$ cat config.mk
export PLATFORM = sky130hd
export DESIGN_NAME = tile_dma_flat
export DESIGN_NICKNAME = d
export VERILOG_FILES = /design/src/rtl/tile_dma_if.sv /design/src/rtl/tile_dma.sv /design/src/flat_wrapper.sv
export SDC_FILE = /design/constraint.sdc
export NUM_CORES = 1
export LEC_CHECK = 0
export BUFFER_PORTS_ARGS = -buffer_cell sky130_fd_sc_hd__buf_2
export CAP_MARGIN = 30
export CORE_ASPECT_RATIO = 1.2
export CORE_MARGIN = 3
export CORE_UTILIZATION = 56
export DETAILED_ROUTE_END_ITERATION = 8
export PLACE_DENSITY_LB_ADDON = 0.05
export SETUP_SLACK_MARGIN = 0.5
export SYNTH_ARGS = -nofsm -noshare
export SYNTH_HDL_FRONTEND = slang
export SYNTH_SLANG_ARGS = --single-unit
$ cat constraint.sdc
create_clock -name clk_draw -period 4.9 [get_ports clk_draw]
set_input_delay 0.49 -clock clk_draw [delete_from_list [all_inputs] [get_ports clk_draw]]
set_output_delay 0.49 -clock clk_draw [all_outputs]
set_load 0.02 [all_outputs]
$ cat src/rtl/tile_dma_if.sv
// tile_dma_if: SDRAM read port and tile BRAM write port of the tile DMA.
interface tile_dma_if;
  logic [22:0] ram_addr;
  logic        ram_we;
  logic [31:0] ram_data;
  logic        ram_req;
  logic        ram_ack;
  logic        ram_valid;
  logic [31:0] ram_q;
  logic        tile_we;
  logic [13:0] tile_waddr;
  logic [15:0] tile_wdata;
  modport master (
    output ram_addr, ram_we, ram_data, ram_req, tile_we, tile_waddr, tile_wdata,
    input  ram_ack, ram_valid, ram_q
  );
  modport slave (
    input  ram_addr, ram_we, ram_data, ram_req, tile_we, tile_waddr, tile_wdata,
    output ram_ack, ram_valid, ram_q
  );
endinterface

$ cat src/rtl/tile_dma.sv
// tile_dma: copies SDRAM words into the tile BRAM as two 16-bit writes each.
// Define VDP_DMA_ABORT_EN to add the abort input.
module tile_dma #(
  parameter int FIFO_DEPTH = 4
) (
  input  logic        clk_draw,
  input  logic        rst_draw_n,
  input  logic        start,
  input  logic [22:0] src_addr,
  input  logic [13:0] dst_addr,
  input  logic [12:0] len,
  output logic        busy,
  output logic        done,
`ifdef VDP_DMA_ABORT_EN
  input  logic        abort,
`endif
  tile_dma_if.master  bus
);
  localparam int AW = $clog2(FIFO_DEPTH);
  typedef enum logic [1:0] {IDLE, RUN, FLUSH, FINISH} state_t;
  state_t state, state_nx;
  logic [31:0] mem [FIFO_DEPTH];
  logic [AW-1:0] wr_ptr, rd_ptr;
  logic [AW:0] cnt, outst;
  logic [12:0] remain;
  logic [13:0] wa;
  logic [31:0] head;
  logic phase, active, kill, ack, push, wr, pop, issue;
  assign active = state == RUN || state == FLUSH;
`ifdef VDP_DMA_ABORT_EN
  logic aborting;
  assign kill = aborting || (abort && active);
`else
  assign kill = 1'b0;
`endif
  assign ack = bus.ram_req && bus.ram_ack;
  assign push = bus.ram_valid && active && !kill;
  assign wr = (cnt != '0 || push) && !kill;
  assign pop = wr && phase;
  // an empty FIFO forwards the returning word so its low half is written next cycle
  assign head = cnt != '0 ? mem[rd_ptr] : bus.ram_q;
  assign issue = state == RUN && !kill && (!bus.ram_req || ack) && !(ack && remain == 13'd1) &&
                 int'(outst) + int'(ack) + int'(cnt) + int'(bus.ram_valid) < FIFO_DEPTH;
  assign bus.ram_we = 1'b0;
  assign bus.ram_data = '0;
  always_comb begin
    state_nx = state;
    case (state)
      IDLE:    if (start) state_nx = len == '0 ? FINISH : RUN;
      RUN:     if (kill || (ack && remain == 13'd1)) state_nx = FLUSH;
      FLUSH:   if (outst == '0 && cnt == '0 && !bus.ram_req) state_nx = FINISH;
      default: state_nx = IDLE;
    endcase
  end
  always_ff @(posedge clk_draw)
    if (push) mem[wr_ptr] <= bus.ram_q;
  always_ff @(posedge clk_draw or negedge rst_draw_n)
    if (!rst_draw_n) begin
      state          <= IDLE;
      busy           <= 1'b0;
      done           <= 1'b0;
      outst          <= '0;
      cnt            <= '0;
      wr_ptr         <= '0;
      rd_ptr         <= '0;
      phase          <= 1'b0;
      remain         <= '0;
      wa             <= '0;
      bus.ram_req    <= 1'b0;
      bus.ram_addr   <= '0;
      bus.tile_we    <= 1'b0;
      bus.tile_waddr <= '0;
      bus.tile_wdata <= '0;
    end else begin
      state       <= state_nx;
      // a zero-length launch still shows busy for its single done cycle
      busy        <= state_nx == RUN || state_nx == FLUSH || (state == IDLE && state_nx == FINISH);
      done        <= state_nx == FINISH;
      outst       <= outst + (AW+1)'(ack) - (AW+1)'(bus.ram_valid && active);
      cnt         <= kill ? '0 : cnt + (AW+1)'(push) - (AW+1)'(pop);
      wr_ptr      <= wr_ptr + AW'(push);
      rd_ptr      <= kill ? wr_ptr : rd_ptr + AW'(pop);
      phase       <= !kill && (phase ^ wr);
      bus.tile_we <= wr;
      if (wr) begin
        bus.tile_waddr <= wa;
        bus.tile_wdata <= phase ? head[31:16] : head[15:0];
        wa             <= wa + 14'd1;
      end
      if (state == IDLE && start) begin
        wa           <= dst_addr;
        bus.ram_addr <= src_addr;
        remain       <= len;
        bus.ram_req  <= len != '0;
      end else begin
        bus.ram_req <= (bus.ram_req && !ack) || issue;
        if (ack) begin
          bus.ram_addr <= bus.ram_addr + 23'd1;
          remain       <= remain - 13'd1;
        end
      end
    end
`ifdef VDP_DMA_ABORT_EN
  always_ff @(posedge clk_draw or negedge rst_draw_n)
    if (!rst_draw_n) aborting <= 1'b0;
    else aborting <= state_nx == FLUSH && kill;
`endif
endmodule

$ cat src/flat_wrapper.sv
// flat-port wrapper written by rule: the top's interface ports become plain ports
module tile_dma_flat 
#(
  parameter int FIFO_DEPTH = 4
)
  (clk_draw, rst_draw_n, start, src_addr, dst_addr, len, busy, done, bus_ram_addr, bus_ram_we, bus_ram_data, bus_ram_req, bus_tile_we, bus_tile_waddr, bus_tile_wdata, bus_ram_ack, bus_ram_valid, bus_ram_q);
  tile_dma_if bus_i ();
  input  logic clk_draw;
  input  logic rst_draw_n;
  input  logic start;
  input  logic [22:0] src_addr;
  input  logic [13:0] dst_addr;
  input  logic [12:0] len;
  output logic busy;
  output logic done;
  output wire logic [$bits(bus_i.ram_addr)-1:0] bus_ram_addr;
  output wire logic [$bits(bus_i.ram_we)-1:0] bus_ram_we;
  output wire logic [$bits(bus_i.ram_data)-1:0] bus_ram_data;
  output wire logic [$bits(bus_i.ram_req)-1:0] bus_ram_req;
  output wire logic [$bits(bus_i.tile_we)-1:0] bus_tile_we;
  output wire logic [$bits(bus_i.tile_waddr)-1:0] bus_tile_waddr;
  output wire logic [$bits(bus_i.tile_wdata)-1:0] bus_tile_wdata;
  input wire logic [$bits(bus_i.ram_ack)-1:0] bus_ram_ack;
  input wire logic [$bits(bus_i.ram_valid)-1:0] bus_ram_valid;
  input wire logic [$bits(bus_i.ram_q)-1:0] bus_ram_q;
  assign bus_ram_addr = bus_i.ram_addr;
  assign bus_ram_we = bus_i.ram_we;
  assign bus_ram_data = bus_i.ram_data;
  assign bus_ram_req = bus_i.ram_req;
  assign bus_tile_we = bus_i.tile_we;
  assign bus_tile_waddr = bus_i.tile_waddr;
  assign bus_tile_wdata = bus_i.tile_wdata;
  assign bus_i.ram_ack = bus_ram_ack;
  assign bus_i.ram_valid = bus_ram_valid;
  assign bus_i.ram_q = bus_ram_q;
  tile_dma #(.FIFO_DEPTH(FIFO_DEPTH)) u_core (.clk_draw(clk_draw), .rst_draw_n(rst_draw_n), .start(start), .src_addr(src_addr), .dst_addr(dst_addr), .len(len), .busy(busy), .done(done), .bus(bus_i));
endmodule
Yosys cells after proc, flatten, opt, wreduce, memory -nomap -nowiden
Memory sizes are Yosys's and may differ from the RTL's.
Cells that the tools add are included.
{ "word_totals": {"regBits": 97, "memories": 1, "mem_bits_rw": 128, "word_cells": 81} }
{ "memory_table": {"columns": ["memory", "depth", "width", "rd", "rd_ports_with_merged_regs", "write_ports", "line_no", "rtl"], "rows": [
  ["u_core.mem", 4, 32, 1, 0, 1, "tile_dma.sv:22", "logic [31:0] mem [FIFO_DEPTH];"]
]} }
{ "classes": {"eq_ne": 6, "addsub": 12, "magnitude_cmp": 1, "bitwise": 1, "n_reduce_logical": 29, "n_mux": 16} }
{ "op_table": {"columns": ["operator", "count"], "rows": [
  ["2-to-1 mux 23 bit", 2],
  ["adder 32 x 2 -> 32 bit", 1],
  ["adder 32 x 4 -> 32 bit", 1],
  ["< comparator 32 x 4 -> 1 bit, second input constant", 1],
  ["2-to-1 mux 32 bit", 1],
  ["2-to-1 mux 14 bit", 2],
  ["2-to-1 mux 13 bit", 2],
  ["adder 23 x 1 -> 23 bit, second input constant", 1],
  ["2-to-1 mux 16 bit", 1],
  ["adder 14 x 1 -> 14 bit, second input constant", 1],
  ["equality test 13 x 1 -> 1 bit, second input constant", 1],
  ["zero test 13 bit", 1],
  ["nonzero test 13 bit", 1],
  ["subtractor 13 x 1 -> 13 bit, second input constant", 1],
  ["logical AND 1 bit", 12],
  ["2-to-1 mux 2 bit", 4],
  ["adder 3 x 1 -> 3 bit", 2],
  ["equality test 2 bit, second input constant", 3],
  ["zero test 3 bit", 2],
  ["logical OR 1 bit", 6],
  ["case mux 2 bit (3 select lines)", 1],
  ["subtractor 3 x 1 -> 3 bit", 2],
  ["adder 2 x 1 -> 2 bit", 2],
  ["adder 3 x 1 -> 4 bit", 1],
  ["other kinds (7)", 13]
]} }

Depth between registers and ports, before layout
Gate-level depths: netlist of run 1.
{ "logic_depth": {"word_depth": 8, "ltp_mapped": 13} }

Least setup slack after synthesis of run 1
Ideal clock, no wire load.
{ "synth_path": {"path_type": "flip-flop to flip-flop", "start": "register u_core.state[1]", "end": "memory u_core.mem[1][0] (enable)", "stages_incl_launch_ff": 6, "path_buffers": 1, "synth_period_minus_slack_ns": 4.038, "setup_slack_ns": 0.862, "arrival_time_ns": 3.570, "cell_sequence": "dfrtp_1 inv_1 ha_1 nand2_1 clkbuf_1 nor3b_1"} }
{ "synth_via": {"elab_chain_len": 5, "elab_cells_between_ends": 6, "cone_classes": "eq/ne: 2; mux: 2; reduce/logical: 2"} }
{ "synth_lines": {"columns": ["item", "line_no", "rtl"], "rows": [
  ["start, declared", "tile_dma.sv:21", "state_t state, state_nx;"],
  ["start signal, assigned", "tile_dma.sv:75", "state <= state_nx;"],
  ["equality test 2 x 1 -> 1 bit or equality test 2 bit (tied branches)", "tile_dma.sv:29", "assign active = state == RUN || state == FLUSH;"],
  ["logical OR 1 bit (*)", "tile_dma.sv:29", null],
  ["logical AND 1 bit (*)", "tile_dma.sv:37", "assign push = bus.ram_valid && active && !kill;"],
  ["2-to-1 mux 1 bit (*)", "tile_dma.sv:56", "if (push) mem[wr_ptr] <= bus.ram_q;"],
  ["2-to-1 mux 1 bit (implied by the code) (*)", "tile_dma.sv:56", null],
  ["end, declared", "tile_dma.sv:22", null]
]} }
Every way passes the cells marked *; elsewhere a longest branch is shown, timed or not.

Worst setup path after layout of run 1
{ "layout_path": {"start": "register u_core.state[1]", "end": "register u_core.cnt[1]"} }
{ "layout_via": {"elab_chain_len": 6, "elab_cells_between_ends": 8, "cone_classes": "add/sub: 2; eq/ne: 2; reduce/logical: 4"} }
{ "layout_lines": {"columns": ["item", "line_no", "rtl"], "rows": [
  ["equality test 2 x 1 -> 1 bit or equality test 2 bit (tied branches)", "tile_dma.sv:29", null],
  ["logical OR 1 bit (*)", "tile_dma.sv:29", null],
  ["logical AND 1 bit (*)", "tile_dma.sv:37", null],
  ["parallel branches: the longest is 2 deep, another holds adder 3 x 1 -> 3 bit", null, null],
  ["subtractor 3 x 1 -> 3 bit (*)", "tile_dma.sv:80", "cnt <= kill ? '0 : cnt + (AW+1)'(push) - (AW+1)'(pop);"],
  ["end signal, assigned", "tile_dma.sv:80", null],
  ["end, declared", "tile_dma.sv:24", "logic [AW:0] cnt, outst;"]
]} }
Mark *: on every way between the ends.
A chain may end at the register's enable or synchronous reset.

==> results.sh, run 1 <==
export IMPL_clock_latency_ns=0.51
export IMPL_clockRootBuffer="clkbuf_16"
export IMPL_die_w_um=129.9
export IMPL_overflow=0
export IMPL_cts_setup_buffers=0
export IMPL_leakage_nw=4.799
export IMPL_nFillCells=1340
export IMPL_power_density_nw_per_um2=649.4
export IMPL_arrival_ns=3.69
export IMPL_grt_antenna_before_repair=1
export IMPL_postRouteWirelength_um=22280
export IMPL_numCtsBuffers=24
export IMPL_h_tree_depth=1
export IMPL_min_path_type="primary input to register"
export IMPL_ys_ff_latch=225
export IMPL_holdWs_ns=0.1825
export IMPL_syn_inst=795
export IMPL_path_cells="inv_1 -> ha_1 -> a2111oi_4 -> buf_4 -> inv_1 -> ha_1 -> ha_1 -> inv_1 -> ha_1 -> inv_1 -> fa_1 -> inv_1"
export IMPL_drtPass1Iterations=4
export IMPL_slowest_stage="fa_1"
export IMPL_die_area_um2=20100
export IMPL_drive_gt1_frac=0.2537
export IMPL_ioPinCount=177
export IMPL_num_vias=6733
export IMPL_cp_data_required_time_ns=5.31
export IMPL_cts_tree="yes"
export IMPL_endpoint_kind="register"
export IMPL_final_area_um2=12090
export IMPL_drt_iter0_drc=391
export IMPL_start_util=0.5807
export IMPL_synth_warnings=0
export IMPL_vias_per_cell=5.716
export IMPL_cp_max_fo=23
export IMPL_cpPeakStageDelay_ns=0.48
export IMPL_cts_clk_slew_worst_paths_ns=0.06
export IMPL_critPathLaunchType="register"
export IMPL_track_usage=0.2220
export IMPL_mostFrequentLayoutCell="buf_2"
export IMPL_coreArea_um2=17770
export IMPL_ys_seq_area_frac=0.6077
export IMPL_critical_path_class="register to register"
export IMPL_final_cell_mix="142 x buf_2, 128 x edfxtp_1, 96 x nand2_1"
export IMPL_synth_edff_count=128
export IMPL_first_global_vias=6907
export IMPL_placedInstanceArea_um2=11190
export IMPL_grt_first_pass_wirelength_um=35810
export IMPL_yosysUniqueCellTypes=50
export IMPL_outcome="finished, final reports clean"
export IMPL_cts_resized_gates=0
export IMPL_max_freq_mhz=304.5
export IMPL_holdBufCountCts=0
export IMPL_route_antenna_remaining_nets=0
export IMPL_maxSlewHeadroom=0.4877
export IMPL_place_port_buffers=143
export IMPL_hpwl_um=14510
export IMPL_setup_viol=0
export IMPL_async_flop_share=0.4311
export IMPL_rsz0062_at_grt="false"
export IMPL_areaGrowthSynthToFinish_pct=17.16
export IMPL_dieHeight_um=154.7
export IMPL_fin_nets=1050
export IMPL_place_inst=1132
export IMPL_drv_cap=0
export IMPL_clock_path_buffers=3
export IMPL_remaining_drc_errors=0
export IMPL_period_minus_slack_ns=3.284
export IMPL_worstMarginPinSlew_ns=0.7685
export IMPL_period_share=0.6701
export IMPL_cts_sinks=225
export IMPL_ys_flop_type="edfxtp_1"
export IMPL_final_hold_viol_count=0
export IMPL_skew_ns=0.006391
export IMPL_wl_per_cell_um=18.92
export IMPL_instances_no_fill=1178
export IMPL_syn_area_um2=10320
export IMPL_crit_top_cell="inv_1"
export IMPL_grt_max_degree=73
export IMPL_diodes=0
export IMPL_rows=53
export IMPL_fin_tns_setup_ns=0
export IMPL_slew_viol_final=0
export IMPL_synth_avg_cell_area_um2=12.98
export IMPL_ir_drop_uv=344.2
export IMPL_place_congestion=0.8551
cells in the mapped netlist, types with 3 or more instances:
cell | n | area share
edfxtp_1 | 128 | 0.37
dfrtp_1 | 97 | 0.24
nand2_1 | 96 | 0.035
a21oi_1 | 38 | 0.018
nor2_1 | 36 | 0.013
buf_4 | 33 | 0.024
o21ai_0 | 33 | 0.016
mux4_2 | 32 | 0.070
clkbuf_1 | 29 | 0.011
ha_1 | 21 | 0.025
xor2_1 | 21 | 0.018
mux2i_1 | 20 | 0.019
xnor2_1 | 19 | 0.016
a211oi_1 | 17 | 0.012
nor2b_1 | 17 | 0.010
nand4_1 | 16 | 0.0097
a31oi_1 | 15 | 0.0091
inv_1 | 15 | 0.0055
nand3_1 | 11 | 0.0053
nor3_1 | 10 | 0.0048
nor4_1 | 9 | 0.0055
o31ai_1 | 9 | 0.0065
or4_1 | 9 | 0.0065
buf_2 | 8 | 0.0039
and2_1 | 6 | 0.0036
and4_1 | 6 | 0.0051
and3_1 | 4 | 0.0024
nor3b_1 | 4 | 0.0029
a21o_1 | 3 | 0.0022
nand2b_1 | 3 | 0.0018
nand4b_1 | 3 | 0.0025
or3_1 | 3 | 0.0018
layer usage:
layer | share of wire | track usage | vias up | wire (µm)
met2 | 0.51 | 0.3819 | 196 | 11460
met4 | 0.016 | 0.05149 | 2 | 361
li1 | - | - | 3169 | -
met1 | 0.41 | 0.2938 | 3331 | 9232
met3 | 0.054 | 0.04180 | 35 | 1214
met5 | 0.00058 | 0 | - | 13
path summary, 6_finish.rpt:
check	startpoint	end	slack, ns	cells after the start
worst max-delay path	u_core.state[1]	u_core.cnt[1]	1.62	12
worst min-delay path	dst_addr[4]	u_core.wa[4]	0.18	3
worst max register to register	u_core.state[1]	u_core.cnt[1]	1.62	12
worst min register to register	u_core.bus.tile_waddr[9]	u_core.bus.tile_waddr[9]	0.47	2
max in group asynchronous	rst_draw_n	u_core.phase	3.96	3
min in group asynchronous	rst_draw_n	u_core.bus.tile_waddr[3]	0.34	2
logic make-up (layout without fill, tap and decap cells):
group / Yosys count / after routing / synth area share
other cells: 1 / 33 / 0.0003634
fa+ha+maj: 23 / 23 / 0.02934
simple gates: 244 / 244 / 0.1227
mux: 52 / 52 / 0.08923
xor+xnor: 40 / 40 / 0.03395
compound gates: 123 / 123 / 0.07214
buf+inv: 87 / 218 / 0.04462
flops: 225 / 225 / 0.6077
registers in the layout, summed over array words and instances (netlist names):
| name | count |
|---|---|
| u_core.rd_ptr | 2 |
| u_core.bus.tile_waddr | 14 |
| u_core.mem | 128 |
| u_core.bus.ram_req | 1 |
| u_core.busy | 1 |
| u_core.remain | 13 |
| u_core.wa | 14 |
| u_core.cnt | 3 |
| u_core.wr_ptr | 2 |
| u_core.bus.tile_wdata | 16 |
| u_core.phase | 1 |
| u_core.done | 1 |
| u_core.bus.tile_we | 1 |
| u_core.state | 2 |
| u_core.bus.ram_addr | 23 |
| u_core.outst | 3 |
worst max-delay path: cells and delay by family, from the launching register on:
kind / cells / cell delay (ns)
buffers and inverters: 6 / 0.89
AOI/OAI and AO/OA: 1 / 0.30
DFF: 1 / 0.42
adders and majority gates: 5 / 1.56
layout make-up:
class | count | area [µm²] | share of cell area
Clock buffer | 29 | 660.6 | 0.05464
Inverter | 15 | 56.30 | 0.004657
Clock inverter | 15 | 201.4 | 0.01666
Sequential cell | 225 | 6274 | 0.5189
Timing Repair Buffer | 159 | 880.8 | 0.07286
Multi-Input combinational cell | 515 | 3742 | 0.3095
Tap cell | 220 | 275.3 | 0.02277
where the power goes:
part / internal [mW] / leakage (nW) / total (mW) / switching (mW)
sequential: 2.60 / 2.30 / 3.14 / 0.545
clock: 1.22 / 0.424 / 1.95 / 0.729
combinational: 1.18 / 2.07 / 2.76 / 1.59
stage by stage:
stage / util / power (mW) / setup WS, ns
after global placement: 0.6277 / 5.818 / 1.720
after global routing: 0.6803 / 8.354 / 1.386
after floorplan: - / 5.071 / 0.8619
after detailed placement: 0.6297 / 5.945 / 1.616
final: 0.6803 / 7.852 / 1.616
after CTS: 0.6782 / 7.917 / 1.610
(Power assumes the default switching activity.)
==> run 2, diff against run 1 <==
==> constraint.sdc (replaced) <==
create_clock -name clk_draw -period 3.2 [get_ports clk_draw]
set_input_delay 0.32 -clock clk_draw [delete_from_list [all_inputs] [get_ports clk_draw]]
set_output_delay 0.32 -clock clk_draw [all_outputs]
set_load 0.02 [all_outputs]
==> run 2 against run 1 <==
Effect of this change: final area decreased by 0.50%; core utilization decreased by 0.34 points; clock-buffer cell count unchanged; sequential power up 52%; final cell count about the same; highest routed layer is now met4; non-clock buffer count is 4 higher; hold slack got worse by 0.16 ns; combinational power is 59% higher; clock skew is 0.00050 ns higher; first-iteration DRC count grew 15%; setup slack lost 0.94 ns; maximum frequency grew 30%.
==> results.sh, run 2 (synthesized netlist as in run 1, its figures left out) <==
export IMPL_outcome="finished, final reports clean"
export IMPL_drive_gt1_frac=0.2617
export IMPL_track_usage=0.2185
export IMPL_num_vias=6773
export IMPL_cts_setup_buffers=0
export IMPL_place_inst=1137
export IMPL_final_hold_viol_count=0
export IMPL_diodes=0
export IMPL_overflow=0
export IMPL_clock_path_buffers=3
export IMPL_top_register="u_core.mem"
export IMPL_wl_per_cell_um=18.57
export IMPL_setup_viol=0
export IMPL_ff2ff_setup_slack_ns=0.68
export IMPL_cts_tree="yes"
export IMPL_drv_cap=0
export IMPL_dieHeight_um=154.7
export IMPL_ioPinCount=177
export IMPL_arrival_ns=2.92
export IMPL_place_congestion=0.8592
export IMPL_hpwl_um=14350
export IMPL_rr_worst_depth=11
export IMPL_clock_latency_ns=0.49
export IMPL_cts_resized_gates=0
export IMPL_instances_no_fill=1179
export IMPL_rows=53
export IMPL_skew_ns=0.006892
export IMPL_postRouteWirelength_um=21900
export IMPL_grt_first_pass_wirelength_um=35400
export IMPL_use_met2=0.3831
export IMPL_largest_reg_flops=128
export IMPL_post_route_util=0.6769
export IMPL_period_minus_slack_ns=2.525
export IMPL_grt_max_degree=70
export IMPL_grt_antenna_before_repair=0
export IMPL_power_mw=11.73
export IMPL_drt_iter0_drc=449
export IMPL_worstMarginPinSlew_ns=0.7811
export IMPL_place_port_buffers=143
export IMPL_min_path_type="primary input to register"
export IMPL_period_share=0.7889
export IMPL_rsz0062_at_grt="false"
export IMPL_holdPathEnd="u_core.bus.ram_addr[8]"
export IMPL_cts_sinks=225
export IMPL_coreArea_um2=17770
export IMPL_largest_registers="u_core.mem (128), u_core.bus.ram_addr (23), u_core.bus.tile_wdata (16)"
export IMPL_critPathLaunchType="register"
export IMPL_use_met1=0.2844
export IMPL_critical_path_class="register to register"
export IMPL_fin_nets=1053
export IMPL_leakage_nw=4.747
export IMPL_route_antenna_remaining_nets=0
export IMPL_numCtsBuffers=23
export IMPL_die_area_um2=20100
export IMPL_r2r_start="u_core.state[1]"
export IMPL_cts_clk_slew_worst_paths_ns=0.06
export IMPL_top_usage_layer="met2"
export IMPL_vias_per_cell=5.745
export IMPL_start_util=0.5807
export IMPL_max_freq_mhz=396.1
export IMPL_slew_viol_final=0
export IMPL_areaGrowthSynthToFinish_pct=16.57
export IMPL_globalRouteMet3Util=0.03282
export IMPL_remaining_drc_errors=0
export IMPL_endpoint_kind="register"
export IMPL_final_cell_mix="142 x buf_2, 128 x edfxtp_1, 96 x nand2_1"
export IMPL_h_tree_depth=1
export IMPL_hp_start="src_addr[8]"
export IMPL_mostFrequentLayoutCell="buf_2"
export IMPL_holdBufCountCts=1
export IMPL_die_w_um=129.9
export IMPL_ir_drop_uv=820.6
export IMPL_maxSlewHeadroom=0.4793
export IMPL_cp_data_required_time_ns=3.59
export IMPL_power_density_nw_per_um2=975.4
export IMPL_first_global_vias=6898
export IMPL_clockRootBuffer="clkbuf_16"
export IMPL_fin_tns_setup_ns=0
export IMPL_cp_max_fo=5
export IMPL_hold_depth=3
export IMPL_r2r_end="u_core.cnt[1]"
export IMPL_drtPass1Iterations=4
## run 2: layout make-up
| class | count | area, µm² |
|---|---|---|
| clock buffer | 29 | 618.1 |
| inverter | 15 | 56.30 |
| tap | 220 | 275.3 |
| timing repair buffer | 163 | 883.3 |
| clock inverter | 12 | 110.1 |
| multi-input combinational | 515 | 3814 |
| fill | 1345 | 5742 |
| sequential | 225 | 6274 |
## run 2: where the power goes
part | total [mW] | internal (mW) | switching, mW
clock | 2.58 | 1.52 | 1.05
combinational | 4.39 | 1.88 | 2.51
sequential | 4.77 | 3.98 | 0.794
## run 2: worst max path at each step
stage,start,end,slack [ns],cells after the start
floorplan,u_core.state[1],u_core.cnt[1],0.43,13
global placement,u_core.state[1],u_core.cnt[1],0.73,11
detailed placement,u_core.state[1],u_core.cnt[1],0.67,11
CTS,u_core.state[1],u_core.cnt[1],0.67,11
global route,u_core.state[1],u_core.cnt[2],0.56,11
finish,u_core.state[1],u_core.cnt[1],0.68,11
## run 2: critical path, cell delays in order, from the launching register on
cell	delay, ns
dfrtp_1	0.43
inv_2	0.12
ha_4	0.22
a2111oi_4	0.36
inv_1	0.14
ha_4	0.20
ha_4	0.20
inv_2	0.06
ha_4	0.12
inv_2	0.03
fa_2	0.51
inv_1	0.03
## run 2: per-stage QoR
stage,setup slack (ns),cell area (µm²),hold slack (ns)
after floorplan,0.4293,10570,0.02441
after CTS,0.6658,12030,0.005775
after detailed placement,0.6728,11290,0.3601
after global routing,0.5575,12030,0.02594
final,0.6754,12030,0.02133
after global placement,0.7322,11290,0.3499
## run 2: per-layer routing
| metal | vias to the layer above | part of all wire |
|---|---|---|
| met5 | - | 0 |
| met4 | 0 | 0.018 |
| met3 | 35 | 0.057 |
| met2 | 205 | 0.53 |
| met1 | 3354 | 0.40 |
| li1 | 3179 | - |
==> run 3, diff against run 2 <==
==> constraint.sdc (replaced) <==
create_clock -name clk_draw -period 2.5 [get_ports clk_draw]
set_input_delay 0.25 -clock clk_draw [delete_from_list [all_inputs] [get_ports clk_draw]]
set_output_delay 0.25 -clock clk_draw [all_outputs]
set_load 0.02 [all_outputs]
==> run 3 against run 2 <==
Effect of this change: combinational power rose by 47%; sequential share of layout area is 4.6 points lower; largest power group is now combinational logic; final area is 9.8% higher; clock power grew 31%; clock-buffer cell count fell by 2; register-to-register slack lost 0.50 ns; setup slack got worse by 0.50 ns; first-iteration DRC count decreased by 13%; global-route usage increased by 1.2 points; flip-flop and latch count is the same; non-clock buffer count up 97; critical path type unchanged.
==> results.sh, run 3 (synthesized netlist as in run 1, its figures left out) <==
export IMPL_switching_share=0.3728
export IMPL_largest_registers="u_core.mem (128), u_core.bus.ram_addr (23), u_core.bus.tile_wdata (16)"
export IMPL_p_clk_frac=0.213
export IMPL_areaGrowthSynthToFinish_pct=27.97
export IMPL_die_w_um=129.9
export IMPL_rows=53
export IMPL_cp_data_required_time_ns=2.91
export IMPL_cts_clk_slew_worst_paths_ns=0.06
export IMPL_min_path_type="primary input to register"
export IMPL_p_seq_frac=0.381
export IMPL_clock_latency_ns=0.51
export IMPL_clockRootBuffer="clkbuf_16"
export IMPL_vias_per_cell=5.653
export IMPL_overflow=0
export IMPL_numCtsBuffers=24
export IMPL_rsz0062_at_grt="true"
export IMPL_postRouteWirelength_um=23740
export IMPL_largest_reg_flops=128
export IMPL_drive_gt1_frac=0.2918
export IMPL_place_inst=1137
export IMPL_coreArea_um2=17770
export IMPL_fin_tns_setup_ns=0
export IMPL_crit_start="u_core.state[1]"
export IMPL_diodes=0
export IMPL_clock_path_buffers=3
export IMPL_critPathLaunchType="register"
export IMPL_die_area_um2=20100
export IMPL_leakage_nw=5.252
export IMPL_mostFrequentLayoutCell="buf_2"
export IMPL_hpwl_um=14360
export IMPL_endpoint_kind="register"
export IMPL_wl_per_cell_um=18.56
export IMPL_worst_slack_ns=0.1764
export IMPL_switchingPower_mw=5.901
export IMPL_first_global_vias=7377
export IMPL_drt_iter0_drc=390
export IMPL_cts_sinks=225
export IMPL_ir_drop_uv=916.6
export IMPL_maxSlewHeadroom=0.5383
export IMPL_grt_first_pass_wirelength_um=37320
export IMPL_final_hold_viol_count=0
export IMPL_grt_antenna_before_repair=0
export IMPL_slew_viol_final=0
export IMPL_instances_no_fill=1279
export IMPL_dieHeight_um=154.7
export IMPL_max_freq_mhz=430.4
export IMPL_r2r_start="u_core.state[1]"
export IMPL_start_util=0.5807
export IMPL_power_internal_mw=9.927
export IMPL_track_usage=0.2307
export IMPL_skew_ns=0.007986
export IMPL_route_antenna_remaining_nets=0
export IMPL_pre_cts_slack_ns=0.006013
export IMPL_ioPinCount=177
export IMPL_hp_start="src_addr[21]"
export IMPL_setup_viol=0
export IMPL_num_vias=7230
export IMPL_h_tree_depth=1
export IMPL_final_cell_mix="143 x buf_2, 128 x edfxtp_1, 96 x nand2_1"
export IMPL_outcome="finished, final reports clean"
export IMPL_drtPass1Iterations=4
export IMPL_nFillCells=1179
export IMPL_post_route_util=0.7431
export IMPL_place_congestion=0.8372
export IMPL_drv_cap=0
export IMPL_fin_nets=1151
export IMPL_period_minus_slack_ns=2.324
export IMPL_cts_tree="yes"
export IMPL_remaining_drc_errors=0
export IMPL_period_share=0.9294
export IMPL_arrival_ns=2.73
export IMPL_holdWs_ns=0.02503
export IMPL_power_mw=15.83
export IMPL_placedInstanceArea_um2=11380
export IMPL_cp_max_fo=2
export IMPL_top_register="u_core.mem"
export IMPL_power_frac_comb=0.407
export IMPL_critical_path_class="register to register"
export IMPL_final_area_um2=13210
export IMPL_grt_max_degree=70
export IMPL_place_port_buffers=143
export IMPL_power_density_nw_per_um2=1199
export IMPL_worstMarginPinSlew_ns=0.6925
-- run 3: cell types whose count changed in the layout (fill, tap and decap cells not counted), moves of 4 or more --
cell / previous run / this run
buf_12: 1 / 8
buf_4: 19 / 32
clkbuf_16: 23 / 27
clkinv_2: 3 / 9
dfrtp_1: 95 / 90
dfrtp_2: 2 / 6
dlygate4sd3_1: 1 / 70
-- run 3: final timing paths --
kind	to	slack, ns	depth (start not counted)
max	u_core.cnt[1]	0.18	11
max reg2reg	u_core.cnt[1]	0.18	11
min reg2reg	u_core.bus.tile_waddr[2]	0.46	2
min	u_core.bus.ram_addr[21]	0.03	3
min in group asynchronous	u_core.bus.tile_waddr[13]	0.31	2
max in group asynchronous	u_core.remain[2]	1.43	3
-- run 3: layout make-up --
cell class | instances | area (µm²) | area share
clock buffers | 27 | 643.1 | 0.04870
clock inverters | 17 | 113.9 | 0.008622
inverters | 15 | 56.30 | 0.004263
multi-input cells | 515 | 3905 | 0.2957
flip-flops and latches | 225 | 6282 | 0.4757
well taps | 220 | 275.3 | 0.02084
repair buffers | 260 | 1931 | 0.1462
-- run 3: critical path, stage by stage (launching register included) --
cell and delay (ns):
dfrtp_1 0.39, inv_2 0.09, ha_4 0.21, a2111oi_4 0.32, inv_2 0.09, ha_4 0.18
ha_4 0.21, inv_2 0.06, ha_4 0.11, inv_2 0.03, fa_2 0.50, inv_1 0.04
-- run 3: power by group through the flow --
stage	clock (mW)	combinational [mW]	sequential (mW)
floorplan	0	3.79	6.40
global placement	0	5.69	6.01
detailed placement	0	5.85	6.10
CTS	3.44	6.22	5.99
global route	3.59	7.08	6.16
finish	3.37	6.44	6.03
-- run 3: timing repair --
action / CTS / global route
cloned: 1 / 2
hold buffers: 70 / 0
endpoints found under the setup margin: 55 / 83
buffers inserted: 12 / 13
resized for setup: 7 / 26
endpoints found under the hold margin: 208 / 0
pin swaps: 6 / 12
-- run 3: layer usage --
layer  vias up  part of all wire  track usage
li1       3368                 -            -
met1      3592              0.41       0.3050
met2       224              0.52       0.4021
met3        46             0.049      0.02763
met4         0             0.022      0.06683
met5         -                 0            0
